File: src/rtl/ssd_pkg.sv
// Shared constants and helpers for the seven-segment scan driver:
// segment table, line polarities and the per-slot display record.
package ssd_pkg;

  localparam logic [6:0] SEG_OFF = 7'h7F;
  localparam logic       AN_ON   = 1'b0;
  localparam logic       AN_OFF  = 1'b1;
  localparam logic       DP_ON   = 1'b0;
  localparam logic       DP_OFF  = 1'b1;

  // Negative-logic segments g..a for hex digits 0..F.
  localparam logic [6:0] SEG_TABLE [16] = '{
    7'h40, 7'h79, 7'h24, 7'h30, 7'h19, 7'h12, 7'h02, 7'h78,
    7'h00, 7'h18, 7'h08, 7'h03, 7'h46, 7'h21, 7'h06, 7'h0E
  };

  typedef struct packed {
    logic [6:0] seg_n;
    logic       dp_n;
    logic       dark;
  } slot_t;

  function automatic int idx_width(input int n);
    return (n > 1) ? $clog2(n) : 1;
  endfunction

endpackage

File: src/rtl/ssd_nibble_decode.sv
// Combinational hex nibble to negative-logic seven-segment decode.
module ssd_nibble_decode
  import ssd_pkg::*;
(
  input  logic [3:0] nibble_i,
  output logic [6:0] seg_n_o
);

  assign seg_n_o = SEG_TABLE[nibble_i];

endmodule

File: src/rtl/ssd_scan_driver.sv
// Time-multiplexed common-anode seven-segment driver: shadowed value, round-robin
// scan with a guard cycle per slot, leading-zero suppression, blanking and blink.
module ssd_scan_driver
  import ssd_pkg::*;
#(
  parameter int DIGITS       = 4,
  parameter int REFRESH_DIV  = 50000,
  parameter int BLINK_FRAMES = 32
) (
  input  logic                  clk,
  input  logic                  reset,
  input  logic [4*DIGITS-1:0]   value,
  input  logic [DIGITS-1:0]     dp_in,
  input  logic [DIGITS-1:0]     blank_mask,
  input  logic                  load,
  input  logic                  lzs_en,
  input  logic                  blink_en,
  output logic [6:0]            seg_n,
  output logic                  dp_n,
  output logic [DIGITS-1:0]     an_n
);

  localparam int CW = $clog2(REFRESH_DIV);
  localparam int IW = idx_width(DIGITS);
  localparam int FW = idx_width(BLINK_FRAMES);
  localparam logic [CW-1:0] CNT_LAST = CW'(REFRESH_DIV - 1);
  localparam logic [IW-1:0] IDX_LAST = IW'(DIGITS - 1);
  localparam logic [FW-1:0] FRM_LAST = FW'(BLINK_FRAMES - 1);

  logic [4*DIGITS-1:0] value_q;
  logic [DIGITS-1:0]   dp_q, mask_q;
  logic [CW-1:0]       cnt_q, cnt_d;
  logic [IW-1:0]       idx_q, idx_d;
  logic [FW-1:0]       frm_q, frm_d;
  logic                phase_q, phase_d;
  logic                first_q;
  slot_t               slot_q, slot_d;
  logic [DIGITS-1:0]   an_n_q, an_n_d;

  logic                slot_end, frame_end, capture, dark_sel;
  logic [3:0]          nib [DIGITS];
  logic [DIGITS:1]     zero_run;
  logic [DIGITS-1:0]   supp;
  logic [6:0]          seg_dec;

  // zero_run[i]: nibbles i..DIGITS-1 are zero and carry no decimal point.
  assign zero_run[DIGITS] = 1'b1;
  for (genvar gi = 0; gi < DIGITS; gi++) begin : g_digit
    assign nib[gi] = value_q[4*gi +: 4];
    if (gi == 0) begin : g_lsd
      assign supp[gi] = 1'b0;
    end else begin : g_upper
      assign zero_run[gi] = zero_run[gi+1] & (nib[gi] == 4'h0) & ~dp_q[gi];
      assign supp[gi]     = lzs_en & zero_run[gi];
    end
  end

  ssd_nibble_decode u_dec (
    .nibble_i (nib[idx_d]),
    .seg_n_o  (seg_dec)
  );

  always_comb begin
    slot_end  = (cnt_q == CNT_LAST);
    frame_end = slot_end && (idx_q == IDX_LAST);
    cnt_d     = slot_end ? '0 : cnt_q + 1'b1;
    idx_d     = idx_q;
    if (slot_end) idx_d = (idx_q == IDX_LAST) ? '0 : idx_q + 1'b1;
    frm_d     = frm_q;
    if (frame_end) frm_d = (frm_q == FRM_LAST) ? '0 : frm_q + 1'b1;
    phase_d   = phase_q ^ (frame_end && (frm_q == FRM_LAST));
  end

  // The slot record is taken on entry to a guard cycle, and also on the first
  // edge after reset since reset itself stands in for that slot's guard entry.
  always_comb begin
    capture  = (cnt_d == '0) || first_q;
    dark_sel = mask_q[idx_d] | supp[idx_d] | (blink_en & phase_d);
    slot_d   = slot_q;
    if (capture) begin
      slot_d.dark  = dark_sel;
      slot_d.seg_n = dark_sel ? SEG_OFF : seg_dec;
      slot_d.dp_n  = (!dark_sel && dp_q[idx_d]) ? DP_ON : DP_OFF;
    end
    an_n_d = {DIGITS{AN_OFF}};
    if ((cnt_d != '0) && !slot_d.dark) an_n_d[idx_d] = AN_ON;
  end

  always_ff @(posedge clk or posedge reset) begin
    if (reset) begin
      value_q <= '0;
      dp_q    <= '0;
      mask_q  <= '0;
      cnt_q   <= '0;
      idx_q   <= '0;
      frm_q   <= '0;
      phase_q <= 1'b0;
      first_q <= 1'b1;
      slot_q  <= '{seg_n: SEG_OFF, dp_n: DP_OFF, dark: 1'b0};
      an_n_q  <= {DIGITS{AN_OFF}};
    end else begin
      if (load) begin
        value_q <= value;
        dp_q    <= dp_in;
        mask_q  <= blank_mask;
      end
      cnt_q   <= cnt_d;
      idx_q   <= idx_d;
      frm_q   <= frm_d;
      phase_q <= phase_d;
      first_q <= 1'b0;
      slot_q  <= slot_d;
      an_n_q  <= an_n_d;
    end
  end

  assign seg_n = slot_q.seg_n;
  assign dp_n  = slot_q.dp_n;
  assign an_n  = an_n_q;

endmodule

File: config.mk
export PLATFORM = sky130hd
export DESIGN_NAME = ssd_scan_driver
export DESIGN_NICKNAME = d
export VERILOG_FILES = /design/src/rtl/ssd_pkg.sv /design/src/rtl/ssd_nibble_decode.sv /design/src/rtl/ssd_scan_driver.sv
export SDC_FILE = /design/constraint.sdc
export NUM_CORES = 1
export LEC_CHECK = 0
export CORE_MARGIN = 4
export CORE_UTILIZATION = 41
export DETAILED_ROUTE_END_ITERATION = 12
export SLEW_MARGIN = 5
export SYNTH_ARGS = -nofsm -noshare
export SYNTH_HDL_FRONTEND = slang
export SYNTH_HIERARCHICAL = 1
export SYNTH_SLANG_ARGS = --single-unit
File: constraint.sdc
create_clock -name clk -period 4.6 [get_ports clk]
set_input_delay 0.92 -clock clk [delete_from_list [all_inputs] [get_ports clk]]
set_output_delay 0.92 -clock clk [all_outputs]
set_load 0.01 [all_outputs]
# Word-level counts from Yosys, hierarchy flattened
# Memory sizes are Yosys's and may differ from the RTL's.
# Cells that the tools add are included.
word_totals:
  ff_bits: 62
  romBits: 112
  inputBits: 29
  output_inout_bits: 12
  elab_cells: 75
  n_memories: 1
memory_table:
  columns: ["memory", "depth", "width", "rd", "rd_ports_with_merged_regs", "write_ports", "line", "rtl"]
  rows:
  - ["(name not given)", 16, 7, 1, 0, 0, "ssd_nibble_decode.sv:9", "assign seg_n_o = SEG_TABLE[nibble_i];"]
classes:
  n_addsub: 3
  n_lt_le_gt_ge: 4
  eq_ne: 3
  muxes: 21
  n_bitwise: 18
  n_reduce_logical: 13
op_table:
  columns: ["op", "count"]
  rows:
  - ["7-bit 2-to-1 mux", 3]
  - ["16-bit by 1-bit adder with 16-bit output (second input constant)", 1]
  - ["16-bit equality test (second input constant)", 1]
  - ["16-bit logical NOT", 1]
  - ["16-bit 2-to-1 mux", 1]
  - ["16-bit nonzero test", 1]
  - ["4-bit logical NOT", 3]
  - ["4-bit 2-to-1 mux", 3]
  - ["1-bit AND", 9]
  - ["4-bit binary-select mux with 2-bit select", 1]
  - ["1-bit binary-select mux with 2-bit select", 3]
  - ["1-bit 2-to-1 mux", 6]
  - ["5-bit by 1-bit adder with 5-bit output (second input constant)", 1]
  - ["5-bit equality test (second input constant)", 1]
  - ["5-bit >= comparator (second input constant)", 1]
  - ["1-bit logical AND", 5]
  - ["5-bit 2-to-1 mux", 1]
  - ["4-bit NOT with 5-bit output", 1]
  - ["2-bit 2-to-1 mux", 2]
  - ["4-bit NOT", 1]
  - ["3-bit >= comparator (second input constant)", 1]
  - ["2-bit by 3-bit less-than comparator with 1-bit output (second input constant)", 1]
  - ["1-bit NOT", 3]
  - ["2-bit NOT with 3-bit output", 1]
  - ["other kinds (8)", 10]

# Logic depth before layout (Yosys ltp)
# Gate-level depths: netlist of the first run.
logic_depth:
  ltp_word: 15
  mapped_depth: 16
  ltp_nobuf: 15

# Modules after synthesis
# The synthesis of the first run kept the hierarchy.
modules_own_cells:
  columns: ["module", "n_inst", "cells_each", "area_per_inst_um2", "seq_area_each_um2"]
  rows:
  - ["ssd_scan_driver", 1, 304, 3250.6, 1567.8]
  - ["ssd_nibble_decode", 1, 34, 259.0, 0.0]

# Worst setup path before layout of the first run
# OpenSTA, ideal clock, no wires.
synth_path:
  path_kind: "flip-flop to flip-flop"
  startpoint: "register cnt_q[0]"
  endpoint: "register slot_q, in the netlist seg_n[1]"
  setup_time_ns: 0.097
  arrival_ns: 3.299
  required_ns: 4.503
  setup_slack_ns: 1.204
  stages_incl_launch_ff: 17
  path_buffers: 2
  period_less_slack_ns: 3.396
  path_cell_list: "dfrtp_1 > ha_1 > and3_1 > clkbuf_1 > and4_4 > mux2i_2 > buf_2 > nand2_1 > and3_1 > a31oi_1 > inv_1 > ha_1 > nand2b_1 > o21ai_0 > a32o_1 > inv_1 > a31oi_1"
synth_between:
  elab_chain_cells: 11
  elab_cells_between_ends: 25
  classes_between: "1 x add/sub; 1 x eq/ne; 12 x mux; 6 x bitwise; 4 x reduce/logical; 1 x memory"
synth_lines:
  columns: ["element", "line", "rtl"]
  rows:
  - ["start, declared", "ssd_scan_driver.sv:32", "logic [CW-1:0] cnt_q, cnt_d;"]
  - ["start signal, assigned", "ssd_scan_driver.sv:107", "cnt_q <= cnt_d;"]
  - ["16-bit equality test", "ssd_scan_driver.sv:64", "slot_end = (cnt_q == CNT_LAST);"]
  - ["2-bit 2-to-1 mux", "ssd_scan_driver.sv:68", "if (slot_end) idx_d = (idx_q == IDX_LAST) ? '0 : idx_q + 1'b1;"]
  - ["2-bit NOT with 3-bit output (implied by the code)", "ssd_scan_driver.sv:59", ".nibble_i (nib[idx_d]),"]
  - ["4-bit binary-select mux with 2-bit select", "ssd_scan_driver.sv:59", null]
  - ["4-bit 2-to-1 mux (implied by the code) (2 in series)", "ssd_scan_driver.sv:59", null]
  - ["4-bit NOT with 5-bit output (implied by the code)", "ssd_nibble_decode.sv:9", null]
  - ["memory read 16 x 7 bit", null, null]
  - ["7-bit 2-to-1 mux (implied by the code) (2 in series)", "ssd_nibble_decode.sv:9", null]
  - ["net seg_dec[1]", "ssd_scan_driver.sv:44", "logic [6:0] seg_dec;"]
  - ["7-bit 2-to-1 mux", "ssd_scan_driver.sv:82", "slot_d.seg_n = dark_sel ? SEG_OFF : seg_dec;"]
  - ["end signal, assigned", "ssd_scan_driver.sv:99", "slot_q <= '{seg_n: SEG_OFF, dp_n: DP_OFF, dark: 1'b0};"]
  - ["end signal, assigned", "ssd_scan_driver.sv:112", "slot_q <= slot_d;"]
  - ["end, declared", "ssd_scan_driver.sv:37", "slot_t slot_q, slot_d;"]
# The timed path passes the listed nets, and every way through them passes these cells. The select of a mux whose other input is x is not followed.
# A chain may end at the register's enable or synchronous reset.

# Final worst setup path of the first run
# Same ends and word-level chain as after synthesis.

==> results of run 1 <==
-- cell families (layout without fill, tap and decap cells) --
| family | Yosys count | count (layout) | share of synthesized area (%) |
|---|---|---|---|
| AND/OR/NAND/NOR | 113 | 113 | 18.1 |
| flip-flops | 62 | 62 | 44.7 |
| AO/OA/AOI/OAI | 61 | 61 | 13.1 |
| buffers and inverters | 42 | 78 | 6.06 |
| multiplexers | 32 | 32 | 10.2 |
| XOR/XNOR | 17 | 17 | 4.24 |
| adder cells (fa/ha/maj) | 10 | 10 | 3.57 |
| other | 1 | 1 | 0.107 |
-- power breakdown --
group	internal, mW	switching [mW]
combinational	0.0977	0.0791
sequential	0.589	0.0253
clock	0.254	0.230
-- state kept, by name (all words and copies together), names as in the netlist, 2 cells and up --
name,count
seg_n,7
an_n,4
cnt_q,16
value_q,16
dp_q,4
idx_q,2
frm_q,5
mask_q,4
-- Yosys cell counts, types with 2 or more instances --
library cell   n  area, um^2
a21o_1         2        15.0
and3_1         8        50.1
nand2_1       30         113
a211oi_1      10        75.1
nor2_1        27         101
mux2_2        26         293
o21ai_0        9        45.0
a211oi_2       3        37.5
o211ai_1       2        15.0
inv_1         16        60.1
a31oi_1       15        93.8
nand2b_1       4        25.0
nand3_1        7        35.0
clkbuf_1       5        18.8
xor2_1        12         105
buf_4         10        75.1
buf_2          7        35.0
or2_2          3        18.8
or4_1          3        22.5
a21oi_1        6        30.0
inv_2          2        7.51
nor3_1         4        20.0
mux2i_1        5        50.1
ha_1          10         125
dfrtp_1       49        1230
nand4_1        9        56.3
dfstp_2       13         342
and4bb_2       2        25.0
a22o_1         2        17.5
nor4_1         3        18.8
xnor2_1        5        43.8
-- worst max-delay path, cell delays in order (launching register included) --
cell      delay, ps
dfrtp_1         400
ha_1            280
and3_1          300
and4_4          380
mux2i_2         670
nand2_1         110
and3_1          190
a31oi_1         440
inv_1           170
ha_1            340
nand2b_1         90
o21ai_0          90
a32o_1          230
inv_1            50
a31oi_1          70
-- cells in the final DEF (no fill, tap or decap), drive strengths merged, types with 3 or more instances in the layout --
cell / instances
a211oi: 13
a21oi: 7
a31oi: 15
and3: 8
buf: 4
clkbuf: 10
clkdlybuf4s50: 40
dfrtp: 49
dfstp: 13
ha: 10
inv: 19
mux2: 26
mux2i: 6
nand2: 30
nand2b: 4
nand3: 7
nand4: 11
nor2: 28
nor3: 4
nor4: 4
o21ai: 10
or2: 3
or4: 3
xnor2: 5
xor2: 12
-- cell type report --
class                      count  area (um^2)  share of cell area (%)
multi-input combinational    234         1740                    42.0
inverter                      18         67.6                    1.64
timing repair buffer          44          430                    10.4
clock buffer                  10          128                    3.09
clock inverter                 6         71.3                    1.73
tap                          105          131                    3.18
sequential                    62         1570                    37.9
-- worst max-delay path by stage --
stage / startpoint / endpoint / slack [ps] / cells past startpoint
global route: cnt_q[0] / seg_n[3] / 350 / 14
floorplan: cnt_q[0] / seg_n[1] / 1200 / 16
CTS: cnt_q[0] / seg_n[1] / 680 / 14
finish: cnt_q[0] / seg_n[1] / 670 / 14
detailed placement: cnt_q[0] / seg_n[1] / 690 / 14
global placement: cnt_q[0] / seg_n[1] / 890 / 14
-- metrics by stage --
step | worst slack (ps) | std cells
final | 667 | 479
after global routing | 353 | 479
after detailed placement | 694 | 463
after global placement | 890 | 463
after floorplan | 1200 | 338
after CTS | 678 | 479
-- routing by layer --
layer	wire length [um]	vias to the layer above	global-route usage (%)
met1	3550	1267	22.8
met4	60	0	4.97
met5	0	-	0
li1	-	1268	-
met2	3360	72	23.4
met3	422	7	3.81
==> results by group, run 1 <==
Clock network
  • Maximum root-to-sink buffer count: 2
  • CTS H-tree depth: 3
  • Worst-Skew Late Latency: 340 ps
  • Post-cts sizing count: 0
  • CTS hold repair buffers: 0
  • CTS tree: done
  • Total setup buffers inserted after CTS: 0
  • Total CTS buffers: 9
  • CTS clock-pin slew for the worst setup and hold paths: 70 ps
  • Root buf cell: clkbuf_8
  • CTS Sinks: 62

Synth
  • Synthesized flop and latch total: 62
  • Netlist cell types: 60
  • Post-Syn Nets: 377
  • Synthesized instance count: 338
  • Post-synth top flop: dfrtp_1
  • Sequential area share after synthesis: 44.7%
  • EDFF count, synth: 0
  • FFs w/ async S/R, synth: 100%
  • Post-Syn Area: 3510 um^2
  • Synthesized area per cell: 10.4 um^2
  • Yosys warnings: 6

Layout
  • Layout cells sized above 1: 22.2%
  • Post-layout nets: 408
  • Diode count: 0
  • Filler Cell Count: 780
  • Layout Utilization: 50.0%
  • Finished Cell Area: 4130 um^2
  • P&R area growth vs syn: 17.7%

Timing
  • Clock Skew: 7.52 ps
  • Max frequency: 254 MHz
  • RSZ-0062 raised after global routing: no
  • Max Slew Vio Count: 0
  • Final Setup Violations: 0
  • Final Hold Viols: 0
  • Worst slew margin: 29.4%
  • Setup TNS: 0 ps
  • Slew @ Worst Pin: 1060 ps
  • Minimum clock period after layout: 3930 ps
  • Final period utilization: 85.5%
  • WHS: 510 ps

Floorplanning
  • Initial Util: 42.5%
  • Core Area: 8260 um^2
  • Ports: 41
  • Die Span X: 101 um
  • Row cnt: 33
  • Die H: 101 um
  • Full die area: 10100 um^2

Routing
  • Total number of vias: 2614
  • DRT antenna net count: 0
  • DRC: 0
  • Drt wl/cell: 15.4 um
  • Final Routed Wirelength: 7400 um
  • DRT iter0 DRCs: 84
  • Drt pass-1 iters: 5
  • Vias/cell: 5.46

Global routing
  • Grt ovf: 0
  • First-pass GRT wire length: 12700 um
  • Initial antenna violation count: 0
  • Gr usage total: 15.8%
  • Vias in the first global route: 2559
  • Largest net degree at the start of global routing: 52

Placement
  • Port buffer count: 40
  • DP HPWL: 5370 um
  • GP Congestion: 0.803
  • Placed cell area: 3930 um^2

Power and ir drop
  • Power Density: 309 nW/um^2
  • Leakage power: 1.74 nW
  • Power Total: 1.27 mW
  • Worst IR drop on VDD: 0.166 mV

Setup path
  • R2R Setup Slk: 670 ps
  • Worst EP required: 4840 ps
  • Critical Path AT: 4170 ps
  • Startpoint types: flip-flop
  • Cells on worst reg2reg path: 14
  • CP endpoint kind: flip-flop
  • Largest fanout on the critical path: 14
  • Crit Path Class: reg2reg
  • FF-to-FF End: seg_n[1]
  • Reg-to-Reg Start: cnt_q[0]

Min path
  • Hold EP: cnt_q[0]
  • Hold Crit Start: cnt_q[0]
  • Hold depth: 1
  • Worst min path class: reg2reg

Flow run
  • Max cap viols: 0

Outcome
  • Status: completed
Note: power is estimated with default switching activity, not from simulation.
==> run 2, diff against run 1 <==
--- a/config.mk
+++ b/config.mk
@@ -5,6 +5,7 @@
 export SDC_FILE = /design/constraint.sdc
 export NUM_CORES = 1
 export LEC_CHECK = 0
+export ABC_AREA = 1
 export CORE_MARGIN = 4
 export CORE_UTILIZATION = 41
 export DETAILED_ROUTE_END_ITERATION = 12
==> run 2 against run 1 <==
Flip-flop and latch count did not move. Die area up 2.1%. Sequential power down 2%. Sequential share of layout area is 1.3 points lower. Non-clock buffer count down 2. First-iteration DRC count rose by 14%. Critical endpoint is now seg_n[3]. Highest routed layer unchanged.
==> results by group, run 2 <==
Global routing
  • Initial antenna violation count: 0 (unchanged)
  • Largest net degree at the start of global routing: 47 (-9.6%)
  • Grt ovf: 0 (unchanged)
  • Gr usage total: 16.5% (+0.67 points)
  • First-pass GRT wire length: 13400 um (+5.0%)
  • Vias in the first global route: 2919 (+14%)

Clock network
  • CTS clock-pin slew for the worst setup and hold paths: 70 ps (about the same)
  • Total CTS buffers: 9 (unchanged)
  • Worst-Skew Late Latency: 340 ps (about the same)
  • CTS hold repair buffers: 0 (unchanged)
  • CTS Sinks: 62 (unchanged)
  • Post-cts sizing count: 0 (unchanged)
  • Maximum root-to-sink buffer count: 2 (unchanged)
  • Root buf cell: clkbuf_8
  • CTS H-tree depth: 3 (unchanged)
  • Total setup buffers inserted after CTS: 0 (unchanged)
  • CTS tree: done

Power and ir drop
  • Power Total: 1.28 mW (+0.77%)
  • Leakage power: 2.19 nW (+26%)
  • Worst IR drop on VDD: 0.149 mV (-9.8%)
  • Power Density: 301 nW/um^2 (-2.6%)

Synth
  • FFs w/ async S/R, synth: 100% (unchanged)
  • Yosys top cell area share: 34.1% (-0.79 points)
  • Sequential area share after synthesis: 43.7% (-1.0 points)
  • Synthesized flop and latch total: 62 (unchanged)
  • Multiplexer area fraction after synthesis: 0.627% (-9.5 points)
  • Largest family of logic cells by synthesized area: simple AND/OR/NAND/NOR gates
  • EDFF count, synth: 0 (unchanged)
  • Netlist cell types: 32 (-47%)
  • Yosys warnings: 6 (unchanged)
  • Synth Area in Adders: 3.48% (-0.081 points)
  • Post-Synth XOR/XNOR Area: 0.244% (-4.0 points)
  • Post-Syn Nets: 515 (+37%)
  • Post-Syn Area: 3590 um^2 (+2.3%)
  • Simple-gate area share of the yosys netlist: 31.7% (+14 points)
  • Top cells by count, synth: nand2_1 (133), inv_1 (84), dfrtp_1 (49)
  • Cell with the most instances after synthesis: nand2_1
  • Synth Area in Compound Gates: 8.64% (-4.5 points)
  • Synthesized instance count: 476 (+41%)
  • Post-synth top flop: dfrtp_1
  • Synthesized area per cell: 7.54 um^2 (-27%)
  • Area leader, netlist: dfrtp_1
  • Largest cells by area after synthesis: dfrtp_1 (34%), nand2_1 (14%), dfstp_2 (9.5%)

Routing
  • Drt pass-1 iters: 5 (unchanged)
  • Vias/cell: 4.71 (-14%)
  • DRT antenna net count: 0 (unchanged)
  • Drt wl/cell: 12.3 um (-20%)
  • Total number of vias: 2947 (+13%)
  • DRC: 0 (unchanged)
  • Final Routed Wirelength: 7690 um (+3.9%)
  • DRT iter0 DRCs: 96 (+14%)

Floorplanning
  • Die Span X: 102 um (+1.1%)
  • Initial Util: 42.8% (+0.34 points)
  • Row cnt: 33 (unchanged)
  • Core Area: 8380 um^2 (+1.5%)
  • Ports: 41 (unchanged)
  • Full die area: 10300 um^2 (+2.1%)
  • Die H: 102 um (+1.1%)

Setup path
  • Critical Path AT: 3230 ps (-940 ps)
  • Startpoint types: flip-flop
  • Crit Path Class: reg2reg
  • CP endpoint kind: flip-flop
  • Largest fanout on the critical path: 6 (-8)
  • Worst EP required: 4870 ps (+30 ps)

Placement
  • GP Congestion: 0.895 (+11%)
  • DP HPWL: 5890 um (+9.7%)
  • Port buffer count: 40 (unchanged)

Layout
  • Commonest non-fill, non-tap cell in the layout: nand2_1
  • Reg area: 1570 um^2 (unchanged)
  • P&R area growth vs syn: 19.0%
  • Diode count: 0 (unchanged)
  • Most frequent cells in the layout: nand2_1 (133), inv_1 (83), dfrtp_1 (49)
  • Layout Utilization: 51.0% (+0.96 points)
  • Multi-input logic area: 1610 um^2 (-7.4%)
  • Post-layout nets: 555 (+36%)
  • Filler Cell Count: 822 (+5.4%)
  • Layout cells sized above 1: 13.6% (-8.6 points)

Timing
  • Final period utilization: 64.3% (-21 points)
  • Minimum clock period after layout: 2960 ps (-975 ps)
  • Setup TNS: 0 ps (unchanged)
  • Final Setup Violations: 0 (unchanged)
  • Worst slew margin: 44.2% (+15 points)
  • RSZ-0062 raised after global routing: no
  • Clock Skew: 5.70 ps (-1.82 ps)
  • Max frequency: 338 MHz (+33%)
  • Slew @ Worst Pin: 836 ps (-222 ps)
  • Final Hold Viols: 0 (unchanged)
  • WHS: 466 ps (-44.3 ps)
  • Max Slew Vio Count: 0 (unchanged)

Flow run
  • Max cap viols: 0 (unchanged)

Outcome
  • Status: completed

Min path
  • Worst min path class: reg2reg
run 2: area by class of cell:
type                    instances  share of cell area [%]
well taps                     105                    3.07
repair buffers                 42                    9.72
multi-input cells             313                    37.6
clock inverters                 3                   0.937
flip-flops and latches         62                    36.7
inverters                      88                    7.79
clock buffers                  13                    4.19
run 2: path summary, 6_finish.rpt:
| path | cells after the start | from | to | slack, ps |
|---|---|---|---|---|
| worst min-delay path | 2 | seg_n[4] | seg_n[4] | 470 |
| worst max-delay path | 18 | cnt_q[0] | seg_n[3] | 1640 |
| worst max register to register | 18 | cnt_q[0] | seg_n[3] | 1640 |
| min in group asynchronous | 2 | reset | cnt_q[6] | 1060 |
| max in group asynchronous | 3 | reset | an_n[3] | 2660 |
| worst min register to register | 2 | seg_n[4] | seg_n[4] | 470 |
run 2: report_power, final:
| part | internal [mW] | switching (mW) |
|---|---|---|
| Clock | 0.308 | 0.211 |
| Sequential | 0.585 | 0.0162 |
| Combinational | 0.0749 | 0.0895 |
run 2: cells by family (layout without fill, tap and decap cells):
group                    after synthesis  after routing
other                                  1              1
AO/OA/AOI/OAI                         55             55
buffers and inverters                101            146
flip-flops                            62             62
AND/OR/NAND/NOR                      244            244
multiplexers                           2              2
adder cells (fa/ha/maj)               10             10
XOR/XNOR                               1              1
run 2: routing by layer:
layer  global-route usage, %  share of wire [%]
met1                    22.5                 50
met2                    25.7                 45
met3                    2.96                3.7
met4                    7.16                1.8
met5                       0                  0
run 2: critical path, stage by stage (launching register included):
cell and delay, ps:
dfrtp_1 390, ha_1 260, nand2_2 90, nor2_2 120, nand3_2 90, nor2_4 200
nand2_1 70, nand2_1 110, nand2_1 140, o221ai_1 430, inv_1 170, ha_1 370
inv_1 50, nand2_1 50, nand2_1 60, nand2_1 50, nand2_1 50, o21ai_1 130
nand2_1 60
run 2: metrics by stage:
stage / setup WS (ps) / area [um^2] / std cells
after global placement: 1780 / 4060 / 610
after global routing: 1220 / 4270 / 626
after floorplan: 2020 / 3590 / 476
after detailed placement: 1650 / 4060 / 610
final: 1640 / 4270 / 626
after CTS: 1620 / 4270 / 626
